$ cat src/rtl/led_pattern_sequencer_pkg.sv
// Shared encodings for the LED pattern sequencer: modes, FSM states, breathe direction.
// The mode encoding matches the AXI register map's cfg_mode field.
package led_pattern_sequencer_pkg;

  typedef enum logic [1:0] {
    MODE_STATIC  = 2'd0,
    MODE_BLINK   = 2'd1,
    MODE_CHASE   = 2'd2,
    MODE_BREATHE = 2'd3
  } seq_mode_e;

  typedef enum logic [1:0] {
    ST_IDLE = 2'd0,
    ST_LOAD = 2'd1,
    ST_RUN  = 2'd2
  } seq_state_e;

  typedef enum logic {
    DIR_UP   = 1'b0,
    DIR_DOWN = 1'b1
  } breathe_dir_e;

  // Clock cycles per base tick, never less than one.
  function automatic int unsigned tick_div(input int unsigned clk_hz, input int unsigned tick_hz);
    if (tick_hz == 0 || clk_hz / tick_hz == 0) return 1;
    return clk_hz / tick_hz;
  endfunction

endpackage

$ cat src/rtl/led_pattern_sequencer_prescaler.sv
// Base tick generator: counts 0..TICK_DIV-1 while run is high, tick at the terminal count.
module led_tick_prescaler
  import led_pattern_sequencer_pkg::*;
#(
  parameter int unsigned CLK_FREQ_HZ = 100_000_000,
  parameter int unsigned TICK_HZ     = 1000
) (
  input  logic clk,
  input  logic resetn,
  input  logic clear,
  input  logic run,
  output logic tick
);

  localparam int unsigned DIV = tick_div(CLK_FREQ_HZ, TICK_HZ);
  localparam int unsigned CW  = (DIV > 1) ? $clog2(DIV) : 1;
  localparam logic [CW-1:0] LAST = CW'(DIV - 1);

  logic [CW-1:0] cnt;

  always_ff @(posedge clk) begin
    if (!resetn) begin
      cnt <= '0;
    end else if (clear) begin
      cnt <= '0;
    end else if (run) begin
      cnt <= (cnt == LAST) ? '0 : cnt + CW'(1);
    end
  end

  assign tick = run && (cnt == LAST);

endmodule

$ cat src/rtl/led_pattern_sequencer.sv
// LED pattern sequencer: shadows cfg_* on cfg_load and steps STATIC/BLINK/CHASE/BREATHE
// patterns into led_control/pwm_duty for led_driver.
module led_pattern_sequencer
  import led_pattern_sequencer_pkg::*;
#(
  parameter int unsigned NUM_LEDS       = 8,
  parameter int unsigned PWM_RESOLUTION = 8,
  parameter int unsigned CLK_FREQ_HZ    = 100_000_000,
  parameter int unsigned TICK_HZ        = 1000,
  parameter int unsigned STEP_W         = 16
) (
  input  logic                      clk,
  input  logic                      resetn,
  input  logic                      cfg_enable,
  input  logic [1:0]                cfg_mode,
  input  logic [NUM_LEDS-1:0]       cfg_pattern,
  input  logic [STEP_W-1:0]         cfg_step_ticks,
  input  logic [PWM_RESOLUTION-1:0] cfg_duty_max,
  input  logic                      cfg_load,
  output logic [NUM_LEDS-1:0]       led_control,
  output logic [PWM_RESOLUTION-1:0] pwm_duty,
  output logic                      step_pulse,
  output logic                      active
);

  seq_state_e                state_q, state_d;
  seq_mode_e                 mode_q;
  logic [NUM_LEDS-1:0]       pattern_q;
  logic [STEP_W-1:0]         step_q;
  logic [PWM_RESOLUTION-1:0] duty_max_q;

  logic [STEP_W-1:0]         step_cnt_q, step_cnt_d;
  logic [NUM_LEDS-1:0]       led_q, led_d;
  logic [PWM_RESOLUTION-1:0] duty_q, duty_d;
  breathe_dir_e              dir_q, dir_d;

  logic              tick;
  logic              step_evt;
  logic [STEP_W-1:0] step_last;

  led_tick_prescaler #(
    .CLK_FREQ_HZ (CLK_FREQ_HZ),
    .TICK_HZ     (TICK_HZ)
  ) u_prescaler (
    .clk    (clk),
    .resetn (resetn),
    .clear  (state_q != ST_RUN),
    .run    (state_q == ST_RUN),
    .tick   (tick)
  );

  // A step count of zero behaves as one tick per step.
  assign step_last = (step_q == '0) ? '0 : step_q - STEP_W'(1);
  assign step_evt  = (state_q == ST_RUN) && tick && (step_cnt_q == step_last);

  always_ff @(posedge clk) begin
    if (!resetn) begin
      mode_q     <= MODE_STATIC;
      pattern_q  <= '0;
      step_q     <= STEP_W'(1);
      duty_max_q <= '0;
    end else if (cfg_load) begin
      mode_q     <= seq_mode_e'(cfg_mode);
      pattern_q  <= cfg_pattern;
      step_q     <= cfg_step_ticks;
      duty_max_q <= cfg_duty_max;
    end
  end

  always_ff @(posedge clk) begin
    if (!resetn) begin
      state_q    <= ST_IDLE;
      step_cnt_q <= '0;
      led_q      <= '0;
      duty_q     <= '0;
      dir_q      <= DIR_UP;
    end else begin
      state_q    <= state_d;
      step_cnt_q <= step_cnt_d;
      led_q      <= led_d;
      duty_q     <= duty_d;
      dir_q      <= dir_d;
    end
  end

  always_comb begin
    state_d    = state_q;
    step_cnt_d = step_cnt_q;
    led_d      = led_q;
    duty_d     = duty_q;
    dir_d      = dir_q;
    unique case (state_q)
      ST_IDLE: begin
        led_d      = '0;
        duty_d     = '0;
        step_cnt_d = '0;
        if (cfg_enable) state_d = ST_LOAD;
      end
      ST_LOAD: begin
        step_cnt_d = '0;
        dir_d      = DIR_UP;
        led_d      = pattern_q;
        duty_d     = (mode_q == MODE_BREATHE) ? '0 : duty_max_q;
        state_d    = ST_RUN;
      end
      ST_RUN: begin
        if (!cfg_enable) begin
          state_d = ST_IDLE;
          led_d   = '0;
          duty_d  = '0;
        end else if (cfg_load) begin
          state_d = ST_LOAD;
        end else begin
          if (tick) step_cnt_d = step_evt ? '0 : step_cnt_q + STEP_W'(1);
          if (step_evt) begin
            unique case (mode_q)
              MODE_STATIC: ;
              MODE_BLINK:  led_d = (led_q != '0) ? '0 : pattern_q;
              MODE_CHASE:  led_d = (led_q << 1) | (led_q >> (NUM_LEDS - 1));
              MODE_BREATHE: begin
                // Guarded compares keep the sweep inside 0..duty_max without wrap.
                if (dir_q == DIR_UP) begin
                  if (duty_q >= duty_max_q) begin
                    if (duty_max_q != '0) begin
                      dir_d  = DIR_DOWN;
                      duty_d = duty_max_q - PWM_RESOLUTION'(1);
                    end else begin
                      duty_d = '0;
                    end
                  end else begin
                    duty_d = duty_q + PWM_RESOLUTION'(1);
                  end
                end else begin
                  if (duty_q == '0) begin
                    if (duty_max_q != '0) begin
                      dir_d  = DIR_UP;
                      duty_d = PWM_RESOLUTION'(1);
                    end
                  end else begin
                    duty_d = duty_q - PWM_RESOLUTION'(1);
                  end
                end
              end
              default: ;
            endcase
          end
        end
      end
      default: state_d = ST_IDLE;
    endcase
  end

  assign led_control = led_q;
  assign pwm_duty    = duty_q;
  assign step_pulse  = step_evt;
  assign active      = (state_q == ST_LOAD) || (state_q == ST_RUN);

endmodule

$ cat config.mk
export PLATFORM = sky130hd
export DESIGN_NAME = led_pattern_sequencer
export DESIGN_NICKNAME = d
export VERILOG_FILES = /design/src/rtl/led_pattern_sequencer_pkg.sv /design/src/rtl/led_pattern_sequencer_prescaler.sv /design/src/rtl/led_pattern_sequencer.sv
export SDC_FILE = /design/constraint.sdc
export NUM_CORES = 1
export LEC_CHECK = 0
export BUFFER_PORTS_ARGS = -buffer_cell sky130_fd_sc_hd__buf_4
export CORE_ASPECT_RATIO = 0.5
export CORE_MARGIN = 2
export CORE_UTILIZATION = 30
export DETAILED_ROUTE_END_ITERATION = 8
export HOLD_SLACK_MARGIN = 0.15
export PLACE_DENSITY_LB_ADDON = 0.3
export SLEW_MARGIN = 0
export SYNTH_ARGS = -nofsm -noshare
export SYNTH_HDL_FRONTEND = slang
export SYNTH_SLANG_ARGS = --single-unit
$ cat constraint.sdc
create_clock -name clk -period 3.9 [get_ports clk]
set_input_delay 0.195 -clock clk [delete_from_list [all_inputs] [get_ports clk]]
set_output_delay 0.195 -clock clk [all_outputs]
set_load 0.005 [all_outputs]
After elaboration in Yosys (flattened, before gate mapping)
Cells that the tools add are included.
{"block": "word_totals", "register_bits": 86, "elab_cells": 96, "in_bits": 38, "output_inout_bits": 18}
{"block": "op_classes", "muxes": 38, "bitwise_logic": 2, "n_addsub": 6, "n_eq_ne": 20, "order_cmp": 1, "n_reduce_logical": 19}
{"operator": "8-bit 2-to-1 mux", "n": 14}
{"operator": "16-bit 2-to-1 mux", "n": 5}
{"operator": "8-bit case mux with 3 select lines", "n": 2}
{"operator": "16-bit case mux with 2 select lines", "n": 1}
{"operator": "17-bit by 1-bit adder with 17-bit output (second input constant)", "n": 1}
{"operator": "17-bit == test (second input constant)", "n": 1}
{"operator": "17-bit 2-to-1 mux", "n": 1}
{"operator": "16-bit by 1-bit adder with 16-bit output (second input constant)", "n": 1}
{"operator": "16-bit == test", "n": 1}
{"operator": "16-bit zero test", "n": 1}
{"operator": "8-bit case mux with 2 select lines", "n": 1}
{"operator": "8-bit nonzero test", "n": 2}
{"operator": "16-bit by 1-bit subtractor with 16-bit output (second input constant)", "n": 1}
{"operator": "8-bit by 1-bit subtractor with 8-bit output (second input constant)", "n": 2}
{"operator": "2-bit inequality test (second input constant)", "n": 7}
{"operator": "3-bit inequality test (second input constant)", "n": 4}
{"operator": "5-bit AND reduction", "n": 2}
{"operator": "1-bit 2-to-1 mux", "n": 9}
{"operator": "8-bit by 1-bit adder with 8-bit output (second input constant)", "n": 1}
{"operator": "8-bit >= comparator", "n": 1}
{"operator": "8-bit zero test", "n": 1}
{"operator": "8-bit by 1-bit OR with 8-bit output", "n": 1}
{"operator": "4-bit AND reduction", "n": 2}
{"operator": "2-bit == test (second input constant)", "n": 3}
{"operator": "other kinds (14)", "n": 21}

Depth between registers and ports, before layout
{"block": "depth", "depth_word": 9, "depth_mapped": 12, "ltp_nobuf": 10}

By module
Synthesis repeated with hierarchy kept, for this count alone.
{"block": "unflattened", "hier_cells": 680, "hier_area_um2": 5497.8}
{"mod": "led_pattern_sequencer", "seq_area_each_um2": 1381.3, "instances": 1, "area_each_um2": 4629.4, "cells_each": 579}
{"mod": "led_tick_prescaler", "seq_area_each_um2": 340.3, "instances": 1, "area_each_um2": 868.3, "cells_each": 101}

Worst setup path before layout
No wires, ideal clock.
{"block": "synth_path", "path_type": "reg2reg", "startpoint": "reg step_q[0]", "endpoint": "reg step_cnt_q[10]", "setup_ns": 0.115, "path_stages_with_launch": 12, "arrival_ns": 2.846, "synth_period_minus_slack_ns": 2.960, "t_required_ns": 3.785, "setup_slack_ns": 0.940, "n_path_buf": 1, "path_cell_list": "dfxtp_1 inv_1 ha_1 or3b_2 o21a_1 or4_1 a211oi_2 nor2_1 o41a_1 o21ai_4 buf_6 nor2_1"}
{"block": "synth_via", "elab_chain_cells": 9, "elab_cells_between_ends": 10, "cone_classes": "1 x add/sub; 1 x eq/ne; 6 x mux; 2 x reduce/logical"}
{"element": "start: declaration", "line_no": "led_pattern_sequencer.sv:29", "text": "logic [STEP_W-1:0] step_q;"}
{"element": "start signal: assignment", "line_no": "led_pattern_sequencer.sv:65", "text": "step_q <= cfg_step_ticks;"}
{"element": "16-bit by 1-bit subtractor with 16-bit output / 16-bit zero test (equally long branches)", "line_no": "led_pattern_sequencer.sv:53", "text": "assign step_last = (step_q == '0) ? '0 : step_q - STEP_W'(1);"}
{"element": "16-bit 2-to-1 mux (*)", "line_no": "led_pattern_sequencer.sv:53"}
{"element": "16-bit == test (*)", "line_no": "led_pattern_sequencer.sv:54", "text": "assign step_evt = (state_q == ST_RUN) && tick && (step_cnt_q == step_last);"}
{"element": "1-bit logical AND (*)", "line_no": "led_pattern_sequencer.sv:54"}
{"element": "16-bit 2-to-1 mux (*) (2 in a row)", "line_no": "led_pattern_sequencer.sv:114", "text": "if (tick) step_cnt_d = step_evt ? '0 : step_cnt_q + STEP_W'(1);"}
{"element": "16-bit 2-to-1 mux (*)", "line_no": "led_pattern_sequencer.sv:111", "text": "end else if (cfg_load) begin"}
{"element": "16-bit 2-to-1 mux (*)", "line_no": "led_pattern_sequencer.sv:107", "text": "if (!cfg_enable) begin"}
{"element": "16-bit case mux with 2 select lines (*)", "line_no": "led_pattern_sequencer.sv:92", "text": "unique case (state_q)"}
{"element": "end signal: assignment", "line_no": "led_pattern_sequencer.sv:79", "text": "step_cnt_q <= step_cnt_d;"}
{"element": "end: declaration", "line_no": "led_pattern_sequencer.sv:32", "text": "logic [STEP_W-1:0] step_cnt_q, step_cnt_d;"}
Every way passes the cells marked *; elsewhere a longest branch is shown, timed or not. The select of a mux whose other input is x is not followed.
A chain may end at the register's enable or synchronous reset.

Worst setup path after layout
{"block": "layout_path", "startpoint": "reg step_q[0]", "endpoint": "out step_pulse"}
{"block": "layout_via", "elab_chain_cells": 4, "elab_cells_between_ends": 5, "cone_classes": "1 x add/sub; 1 x eq/ne; 1 x mux; 2 x reduce/logical"}
{"element": "16-bit by 1-bit subtractor with 16-bit output / 16-bit zero test (equally long branches)", "line_no": "led_pattern_sequencer.sv:53"}
{"element": "16-bit 2-to-1 mux (*)", "line_no": "led_pattern_sequencer.sv:53"}
{"element": "16-bit == test (*)", "line_no": "led_pattern_sequencer.sv:54"}
{"element": "1-bit logical AND (*)", "line_no": "led_pattern_sequencer.sv:54"}
{"element": "end: declaration", "line_no": "led_pattern_sequencer.sv:22", "text": "output logic step_pulse,"}
Every way passes the cells marked *; elsewhere a longest branch is shown, timed or not.

==> metrics.txt <==
half-perimeter wire length of the detailed placement result 10300 microns; pre-CTS WS 278 ps; area taken by flip-flops and latches 0.00172 sq mm; synthesis-stage register bit count 86; post-detailed-route wirelength per cell 15.0 microns; top-level port count 56; top post-synthesis cells by count sky130_fd_sc_hd__nor2_1 (94), sky130_fd_sc_hd__dfxtp_1 (86), sky130_fd_sc_hd__nand2_1 (58); wire length of the first global-routing pass 24300 microns; xor and xnor area share after synthesis 0.0805; top flip-flop cell by instance count after synthesis sky130_fd_sc_hd__dfxtp_1; H-tree level count 3; dominant cell type by area after synthesis sky130_fd_sc_hd__dfxtp_1; post-detailed-route count of antenna-violating nets 0; final critical-path share of the clock period 0.927; area of the mapped netlist 0.00544 sq mm; result of the run finished clean; Static Leak 2.69 nW; largest driver fanout on the critical path 13; chip width 194 microns; clock network latency to the later pin of the worst-skew pair 350 ps; CTS tree yes; nets in the synthesized netlist 716; P&R area growth vs syn 23.2%; placer congestion estimate 0.810; critical path type reg -> out; Overall Global Routing Usage 0.154; vertical extent of the die 99.2 microns; top cell type's share of synthesized area 0.316; Routed Wire Length 14500 microns; Post-synth EDFFs 0; average cell area after synthesis 8.27 sq um; clock slew at the register clock pins of the worst setup and hold paths 60 ps; worst-case clock buffer depth 2; number of hold violations in the final report 0; area used by multi-input combinational logic 0.00347 sq mm; GRT Residual Overflow 0; nets@finish 788; kind of end point of the critical path output port; final worst clock skew 11.6 ps; WP data required 3700 ps; DRT iter0 DRCs 401; number of post-CTS setup repair buffers 0; fin worst setup slack 285 ps; root buffer cell sky130_fd_sc_hd__clkbuf_16; DRC errors left 0; number of inserted filler cells in the final layout 1787; number of buffers created by CTS 9; number of different library cells in the post-synthesis netlist 75; total number of yosys warnings 0; post-synthesis compound-gate area fraction 0.133; count of pins over their slew limit 0; most frequent cell after synthesis sky130_fd_sc_hd__nor2_1; number of antenna repair diodes 0; number of instances in the synthesized netlist 658; Row Count 34; final setup TNS 0 ps; pwr dens 355 mW/mm^2; number of search-and-repair iterations in the first detailed-routing pass 5; simple-gate area share of the yosys netlist 0.271; unrepaired setup endpoints after global routing false; Max Cap Viol 0; Total Die Area 0.0193 sq mm; via count of the first global-routing pass 4759; sequential cell area fraction in the yosys report 0.316; maximum operating frequency 0.277 GHz; TritonCTS sink count 86; proportion of register bits with asynchronous set or reset after synthesis 0; data arrival time at the worst-slack endpoint 3420 ps; Slew @ Worst Pin 963 ps; Floorplan Core Area 0.0176 sq mm; CP Launch Type flop; mux cell area share after synthesis 0.106; VDD IR-drop max 188 uV; Max transition margin 0.357; Post-Synth Adder-Cell Area 0.0460; largest net degree at the start of global routing 41; count of final setup violators 0; share of cells above drive strength 1 0.132; quantity of I/O buffers inserted on ports 55; Hold/Removal Path Class in -> reg; main combinational cell family by area after synthesis simple AND/OR/NAND/NOR gates; ranking of synthesized cells by area sky130_fd_sc_hd__dfxtp_1 (32%), sky130_fd_sc_hd__mux2i_1 (10%), sky130_fd_sc_hd__nor2_1 (6.5%); min Tclk post-route 3620 ps; via-per-instance ratio 5.16; number of antenna violations at the first check in global routing 0; starting density of the core 0.310; total via count in the routed design 4999
==> worst paths after layout <==
check	from	end	slack, ps	depth (start not counted)
min	resetn	step_q[0]	250	2
min reg2reg	u_prescaler.cnt[0]	u_prescaler.cnt[0]	470	1
max reg2reg	step_q[0]	step_cnt_q[5]	360	10
max	step_q[0]	step_pulse	280	9
==> layout by cell type, fill, tap and decap left out, types with 4 or more instances in the layout <==
master                          Yosys  routed
sky130_fd_sc_hd__a21oi_1           15      15
sky130_fd_sc_hd__a22o_1             9       9
sky130_fd_sc_hd__a31oi_1            6       6
sky130_fd_sc_hd__and2_1             5       5
sky130_fd_sc_hd__and3_1            11      11
sky130_fd_sc_hd__and4_1             5       5
sky130_fd_sc_hd__buf_4              1      61
sky130_fd_sc_hd__clkbuf_16          0       9
sky130_fd_sc_hd__dfxtp_1           86      86
sky130_fd_sc_hd__dlygate4sd3_1      0      34
sky130_fd_sc_hd__ha_1              20      19
sky130_fd_sc_hd__inv_1             27      27
sky130_fd_sc_hd__mux2i_1           56      56
sky130_fd_sc_hd__nand2_1           58      58
sky130_fd_sc_hd__nand2b_1           5       5
sky130_fd_sc_hd__nand3_1           28      28
sky130_fd_sc_hd__nand4_1           14      14
sky130_fd_sc_hd__nor2_1            94      94
sky130_fd_sc_hd__nor2b_1            5       5
sky130_fd_sc_hd__nor3_1            15      15
sky130_fd_sc_hd__nor3b_1            4       4
sky130_fd_sc_hd__nor4_1             9       9
sky130_fd_sc_hd__o21ai_0           14      14
sky130_fd_sc_hd__or3_1              6       6
sky130_fd_sc_hd__or4_1              8       8
sky130_fd_sc_hd__xnor2_1           21      21
sky130_fd_sc_hd__xor2_1            29      29
==> sequential cells by signal, summed over array words and instances, names as in the netlist <==
name and cells:
u_prescaler.cnt 17, dir_q 1, led_control 8, mode_q 2, step_q 16, step_cnt_q 16
state_q 2, pwm_duty 8, pattern_q 8, duty_max_q 8
==> report_power, final <==
part	leakage [nW]	internal, mW	switching (mW)
clock	0.159	0.551	0.363
combinational	1.83	0.230	0.272
sequential	0.700	0.909	0.0530
==> metrics by stage <==
stage	instance area (sq um)	utilization	hold WS (ps)	power, mW	cells
5_1_grt	6700	0.382	245	2.50	969
3_5_place_dp	6040	0.344	437	1.45	919
3_3_place_gp	6040	0.344	429	1.45	919
6_report	6700	0.382	245	2.38	969
2_1_floorplan	5440	-	325	1.32	658
4_1_cts	6700	0.381	239	2.40	969
==> cell type report <==
cell class / instances / share of cell area
Clock buffer: 12 / 0.0398
Clock inverter: 4 / 0.00784
Inverter: 28 / 0.0157
Multi-Input combinational cell: 510 / 0.517
Sequential cell: 86 / 0.257
Tap cell: 234 / 0.0437
Timing Repair Buffer: 95 / 0.119
==> worst max-delay path, cell delays in order (launching register included) <==
cell                       delay, ps
sky130_fd_sc_hd__dfxtp_1         370
sky130_fd_sc_hd__inv_1           100
sky130_fd_sc_hd__ha_2            310
sky130_fd_sc_hd__or3b_2          510
sky130_fd_sc_hd__o21a_1          200
sky130_fd_sc_hd__or4_1           490
sky130_fd_sc_hd__a211oi_2        370
sky130_fd_sc_hd__nor2_1          100
sky130_fd_sc_hd__nor4_1          430
sky130_fd_sc_hd__buf_4           200
==> routing by layer <==
metal  GRT usage  share of wire  vias to the layer above
met4      0.0444          0.013                        0
li1            -              -                     2487
met2       0.252           0.46                       97
met5           0              0                        -
met3      0.0288          0.037                       18
met1       0.208           0.49                     2397
==> cell families after synthesis <==
group | count (synthesis)
compound gates | 96
xor+xnor | 50
fa+ha+maj | 20
buf+inv | 62
flops | 86
mux | 57
simple gates | 287
==> what timing repair did <==
action / CTS / global route
hold buffers: 34 / 0
resized for setup: 0 / 1
hold endpoints to repair: 34 / 0
setup endpoints to repair: 0 / 1
Power figures use the tool's default switching activity.
